File: src/rtl/dac_stream_bank_if.sv
// AXI-stream style sample bus carrying packed N_DAC-sample words into the DAC bank.
interface dac_stream_bank_if #(
    parameter int unsigned DATA_W = 256
);
    logic [DATA_W-1:0] tdata;
    logic              tvalid;
    logic              tready;

    modport master (
        output tdata,
        output tvalid,
        input  tready
    );

    modport slave (
        input  tdata,
        input  tvalid,
        output tready
    );
endinterface

File: src/rtl/dac_stream_bank.sv
// Buffered, rate-controlled multi-channel DAC front end: FIFO of packed sample words,
// prefill before running, one word released to all channels every div+1 clocks.
module dac_stream_bank #(
    parameter int unsigned SAMPLE_W = 16,
    parameter int unsigned N_DAC    = 16,
    parameter int unsigned DEPTH    = 4,
    parameter int unsigned CNT_W    = 16
) (
    input  logic                          clk,
    input  logic                          rst,
    dac_stream_bank_if.slave              s_axis,
    input  logic                          en,
    input  logic [7:0]                    div,
    input  logic [N_DAC-1:0]              ch_mask,
    input  logic                          zero_on_underrun,
    output logic [N_DAC*SAMPLE_W-1:0]     dac_code,
    output logic                          dac_update,
    output logic                          underrun,
    output logic [CNT_W-1:0]              underrun_cnt,
    output logic [$clog2(DEPTH+1)-1:0]    fifo_level
);
    localparam int unsigned DW = N_DAC * SAMPLE_W;
    localparam int unsigned AW = $clog2(DEPTH);
    localparam int unsigned PW = AW + 1;
    localparam logic [PW-1:0] HALF = PW'(DEPTH / 2);

    typedef enum logic [1:0] {StIdle, StPrime, StRun} state_e;

    state_e            state_q, state_d;
    logic [7:0]        cnt_q, cnt_d;
    logic [PW-1:0]     wr_ptr_q, wr_ptr_d;
    logic [PW-1:0]     rd_ptr_q, rd_ptr_d;
    logic [DW-1:0]     mem_q [DEPTH];
    logic [DW-1:0]     mem_d [DEPTH];
    logic [DW-1:0]     dac_code_q, dac_code_d;
    logic              dac_update_q, dac_update_d;
    logic              underrun_q, underrun_d;
    logic [CNT_W-1:0]  underrun_cnt_q, underrun_cnt_d;

    logic              full, empty, push, pop, tick;
    logic [PW-1:0]     level;
    logic [DW-1:0]     src_word;

    // Wrap-bit pointers: equal means empty, MSB differing with equal index means full.
    assign empty = (wr_ptr_q == rd_ptr_q);
    assign full  = (wr_ptr_q[AW] != rd_ptr_q[AW]) && (wr_ptr_q[AW-1:0] == rd_ptr_q[AW-1:0]);
    assign level = wr_ptr_q - rd_ptr_q;

    assign s_axis.tready = ~full;
    assign push          = s_axis.tvalid && ~full;
    assign tick          = (state_q == StRun) && (cnt_q == div);
    // Pop decision uses registered emptiness, so a word pushed on an underrun tick stays put.
    assign pop           = tick && ~empty;

    assign dac_code     = dac_code_q;
    assign dac_update   = dac_update_q;
    assign underrun     = underrun_q;
    assign underrun_cnt = underrun_cnt_q;
    assign fifo_level   = level;

    // FSM next state and tick counter.
    always_comb begin
        state_d = state_q;
        cnt_d   = cnt_q;
        if (!en) begin
            state_d = StIdle;
            cnt_d   = 8'd0;
        end else begin
            unique case (state_q)
                StIdle: begin
                    state_d = StPrime;
                    cnt_d   = 8'd0;
                end
                StPrime: begin
                    cnt_d = 8'd0;
                    if (level >= HALF) begin
                        state_d = StRun;
                    end
                end
                StRun: begin
                    cnt_d = tick ? 8'd0 : cnt_q + 8'd1;
                end
                default: begin
                    state_d = StIdle;
                    cnt_d   = 8'd0;
                end
            endcase
        end
    end

    // FIFO pointers and storage.
    always_comb begin
        wr_ptr_d = wr_ptr_q;
        rd_ptr_d = rd_ptr_q;
        mem_d    = mem_q;
        if (push) begin
            mem_d[wr_ptr_q[AW-1:0]] = s_axis.tdata;
            wr_ptr_d                = wr_ptr_q + PW'(1);
        end
        if (pop) begin
            rd_ptr_d = rd_ptr_q + PW'(1);
        end
    end

    // Output codes, pulses and saturating underrun count, all updated on the tick edge.
    always_comb begin
        dac_code_d     = dac_code_q;
        dac_update_d   = 1'b0;
        underrun_d     = 1'b0;
        underrun_cnt_d = underrun_cnt_q;
        src_word       = dac_code_q;
        if (pop) begin
            src_word = mem_q[rd_ptr_q[AW-1:0]];
        end else if (zero_on_underrun) begin
            src_word = '0;
        end
        if (tick) begin
            for (int unsigned i = 0; i < N_DAC; i++) begin
                dac_code_d[i*SAMPLE_W +: SAMPLE_W] =
                    ch_mask[i] ? src_word[i*SAMPLE_W +: SAMPLE_W] : '0;
            end
            if (pop) begin
                dac_update_d = 1'b1;
            end else begin
                underrun_d = 1'b1;
                if (underrun_cnt_q != '1) begin
                    underrun_cnt_d = underrun_cnt_q + CNT_W'(1);
                end
            end
        end
    end

    // State registers; reset also wipes FIFO contents.
    always_ff @(posedge clk or posedge rst) begin
        if (rst) begin
            state_q        <= StIdle;
            cnt_q          <= 8'd0;
            wr_ptr_q       <= '0;
            rd_ptr_q       <= '0;
            dac_code_q     <= '0;
            dac_update_q   <= 1'b0;
            underrun_q     <= 1'b0;
            underrun_cnt_q <= '0;
            for (int unsigned i = 0; i < DEPTH; i++) begin
                mem_q[i] <= '0;
            end
        end else begin
            state_q        <= state_d;
            cnt_q          <= cnt_d;
            wr_ptr_q       <= wr_ptr_d;
            rd_ptr_q       <= rd_ptr_d;
            dac_code_q     <= dac_code_d;
            dac_update_q   <= dac_update_d;
            underrun_q     <= underrun_d;
            underrun_cnt_q <= underrun_cnt_d;
            for (int unsigned i = 0; i < DEPTH; i++) begin
                mem_q[i] <= mem_d[i];
            end
        end
    end
endmodule

File: src/flat_wrapper.sv
// flat-port wrapper written by rule: the top's interface ports become plain ports
module dac_stream_bank_flat 
#(
    parameter int unsigned SAMPLE_W = 16,
    parameter int unsigned N_DAC    = 16,
    parameter int unsigned DEPTH    = 4,
    parameter int unsigned CNT_W    = 16
)
  (clk, rst, en, div, ch_mask, zero_on_underrun, dac_code, dac_update, underrun, underrun_cnt, fifo_level, s_axis_tdata, s_axis_tvalid, s_axis_tready);
  dac_stream_bank_if #(.DATA_W(((16) * (16)))) s_axis_i ();
  input  logic clk;
  input  logic rst;
  input  logic en;
  input  logic [7:0] div;
  input  logic [N_DAC-1:0] ch_mask;
  input  logic zero_on_underrun;
  output logic [N_DAC*SAMPLE_W-1:0] dac_code;
  output logic dac_update;
  output logic underrun;
  output logic [CNT_W-1:0] underrun_cnt;
  output logic [$clog2(DEPTH+1)-1:0] fifo_level;
  input wire logic [$bits(s_axis_i.tdata)-1:0] s_axis_tdata;
  input wire logic [$bits(s_axis_i.tvalid)-1:0] s_axis_tvalid;
  output wire logic [$bits(s_axis_i.tready)-1:0] s_axis_tready;
  assign s_axis_i.tdata = s_axis_tdata;
  assign s_axis_i.tvalid = s_axis_tvalid;
  assign s_axis_tready = s_axis_i.tready;
  dac_stream_bank #(.SAMPLE_W(SAMPLE_W), .N_DAC(N_DAC), .DEPTH(DEPTH), .CNT_W(CNT_W)) u_core (.clk(clk), .rst(rst), .s_axis(s_axis_i), .en(en), .div(div), .ch_mask(ch_mask), .zero_on_underrun(zero_on_underrun), .dac_code(dac_code), .dac_update(dac_update), .underrun(underrun), .underrun_cnt(underrun_cnt), .fifo_level(fifo_level));
endmodule
File: config.mk
export PLATFORM = sky130hd
export DESIGN_NAME = dac_stream_bank_flat
export DESIGN_NICKNAME = d
export VERILOG_FILES = /design/src/rtl/dac_stream_bank_if.sv /design/src/rtl/dac_stream_bank.sv /design/src/flat_wrapper.sv
export SDC_FILE = /design/constraint.sdc
export NUM_CORES = 2
export LEC_CHECK = 0
export ABC_AREA = 1
export CAP_MARGIN = 25
export CORE_MARGIN = 1
export CORE_UTILIZATION = 52
export CTS_BUF_LIST = sky130_fd_sc_hd__clkbuf_8 sky130_fd_sc_hd__clkbuf_16
export CTS_CLUSTER_SIZE = 14
export DETAILED_ROUTE_END_ITERATION = 10
export PLACE_DENSITY = 0.73
export SYNTH_ARGS = -nofsm -noshare
export SYNTH_HDL_FRONTEND = slang
export SYNTH_SLANG_ARGS = --single-unit
File: constraint.sdc
create_clock -name clk -period 57.8 [get_ports clk]
set_input_delay 11.56 -clock clk [delete_from_list [all_inputs] [get_ports clk]]
set_output_delay 11.56 -clock clk [all_outputs]
set_load 0.02 [all_outputs]
==> results.cfg <==
[route]
initialDrtViolationCount = 5634
finalWirelength_um = 188400
top_layer = met5
antenna_left = 0
routedWlPerCell_um = 20.54
met1_length_um = 75660
wl_met3_um = 16440
first_pass_iters = 6
dr_total_vias = 53360
route.met2.wl_um = 88780
via_per_inst = 5.815
drcViolationCount = 0

[setup_path]
path_delay_family = buffers and inverters
startpoint = rst
startpoint_type = input pin
rr_endpoint = u_core.mem_q[198]
required_ns = 58.54
crit_fanout = 179
crit_type = in2async
slowest_stage = buf_4
r2r.worst_path.cells = 11
crit_arrival_ns = 16.79
r2r_setup_slack_ns = 52.08
end_kind = async pin
cpMostUsedCell = buf_4
crit_chain = clkdlybuf4s50_1 -> inv_8 -> buf_4 -> buf_4 -> buf_4 -> buf_4 -> buf_12
reg2reg_from = u_core.rd_ptr_q[1]
max_stage_delay_ns = 0.82
worst-path-buf-inv = 7

[yosys]
yosysSeqAreaShare = 0.5560
synth_top_area_share = 0.5560
netlist_instances = 7345
synth_fp_nets = 7640
ys_ff_latch = 1314
ys_warn_count = 0
synth.avg_cell_area_um2 = 8.051
post_synth_num_cell_types = 28
syn_area_mm2 = 0.05914
ys_top_cells_by_area = dfrtp_1 (56%), nand2_1 (17%), o21ai_0 (13%), nor2_1 (3.5%), o22ai_1 (2.7%)
yosysTopAreaCell = dfrtp_1

[sta]
skew_ns = 0.02553
finalHoldViolCount = 0
setup_tns_ns = 0
post-route-min-period_ns = 16.04
setup_viol = 0
drv_slew = 0
rsz0062_at_grt = false
slew_headroom = 0.2212
worst_slew_pin_slew_ns = 1.168
fmax_mhz = 62.33
period_share = 0.2776

[floorplan]
initial_core_util = 0.5249
die-area_mm2 = 0.1151
coreArea_mm2 = 0.1127
die_height_um = 339.2
ioPinCount = 563
row_count = 123
die_w_um = 339.2

[power]
totalPowerFinal_mw = 3.242
p_comb_frac = 0.290
swShare = 0.3664
seq_power_share = 0.433
leakagePower_nw = 33.68
p_sw_mw = 1.188
pwr_density_cell_mw_per_mm2 = 46.54
p_int_mw = 2.054
pwr-share-clk = 0.277
vdd_drop_max_uv = 67.19

[clock_tree]
numCtsBuffers = 142
cts_resized = 0
cts_tree = built
cts.clk_slew.worst_paths_ns = 0.06
clk_latency_ns = 0.77
cts_root_buffer = clkbuf_16
numClockSinks = 1314
cts_setup_buffers = 0
clockBufferDepth = 3
cts-htree-levels = 4
cts_hold_buf = 0

[min_path]
whs_path_depth = 1
hold_path_end = u_core.state_q[0]
worstHoldStart = u_core.state_q[1]
hold_path.class = reg2reg

[grt]
grt_pass1_vias = 51490
track_usage = 0.3238
grt_pass1_wl_um = 295900
overflow = 0
grt_max_degree = 234
antenna_found_initial = 55

[placed_design]
dpl.hpwl_um = 100400
place_congestion = 0.8329
port_buffers = 562

[cells_and_area]
final_nets = 7833
final_util = 0.6184
most-common-layout-cells = nand2_1 (2,693), o21ai_0 (1,542), dfrtp_1 (1,312), clkdlybuf4s50_1 (562), nor2_1 (548)
final_common_cell = nand2_1
drive_above_1_share = 0.04435
area_delta_synth_final_pct = 17.80

[status]
outcome = finished, final reports clean

[flow_run]
maxCapViolations = 0
[kinds of logic after synthesis]
family / synth area share
adder cells (fa/ha/maj): 0.002243
XOR/XNOR: 0.002370
AND/OR/NAND/NOR: 0.2348
AO/OA/AOI/OAI: 0.1577
flip-flops: 0.5560
buffers and inverters: 0.04684
[cell type report]
class	instances	area (um^2)
Antenna cell	32	80.08
Clock buffer	180	4144
Clock inverter	70	496.7
Fill cell	9856	42990
Inverter	47	229.0
Multi-Input combinational cell	5393	23530
Sequential cell	1314	32890
Tap cell	1500	1877
Timing Repair Buffer	640	6424
[power groups by stage]
stage / clock network [mW] / logic, mW / registers (mW)
global route: 0.946 / 1.06 / 1.44
detailed placement: 0 / 0.929 / 1.41
floorplan: 0 / 0.655 / 1.39
finish: 0.899 / 0.941 / 1.40
CTS: 0.907 / 0.934 / 1.40
global placement: 0 / 0.898 / 1.40
[how the worst max path moves through the flow]
stage / endpoint / slack [ns] / cells past startpoint
floorplan: u_core.cnt_q[0] / 9.20 / 1
global placement: u_core.mem_q[694] / 40.85 / 7
detailed placement: u_core.mem_q[692] / 40.84 / 7
CTS: u_core.mem_q[691] / 41.67 / 7
global route: u_core.mem_q[775] / 41.05 / 7
finish: u_core.mem_q[944] / 41.76 / 7
[layer usage]
layer	GRT usage	up-vias
met5	0	-
met4	0.1472	50
met3	0.06457	424
met2	0.5173	2442
met1	0.4283	25960
li1	-	24480
[state kept, by name (all words and copies together) (netlist names)]
name	count
u_core.dac_update	1
u_core.cnt_q	8
u_core.underrun_cnt	16
u_core.underrun	1
u_core.mem_q	1024
u_core.dac_code	256
u_core.state_q	2
u_core.wr_ptr_q	3
u_core.rd_ptr_q	3
[synth_stat cells (all sizes together)]
| cell | count |
|---|---|
| o21ai | 1542 |
| nor2 | 555 |
| inv | 45 |
| clkinv | 2 |
| dfrtp | 1314 |
| or2 | 1 |
| ha | 9 |
| o22ai | 256 |
| nor3 | 3 |
| clkbuf | 330 |
| nand3 | 273 |
| a21oi | 1 |
| xnor2 | 6 |
| nand2 | 2712 |
| buf | 261 |
| xor2 | 10 |
| nor3b | 3 |
| nand4 | 21 |
| fa | 1 |
[per-stage QoR]
step / worst slack, ns / hold slack [ns] / cells / instance area (um^2)
finish: 41.76 / 0.4359 / 9176 / 69660
global route: 41.05 / 0.4652 / 9172 / 69650
CTS: 41.67 / 0.4387 / 9139 / 69450
detailed placement: 40.84 / 0.4261 / 8889 / 64810
global placement: 40.85 / 0.4162 / 8888 / 64790
floorplan: 9.201 / 0.4088 / 7345 / 59140
Power figures use the tool's default switching activity.
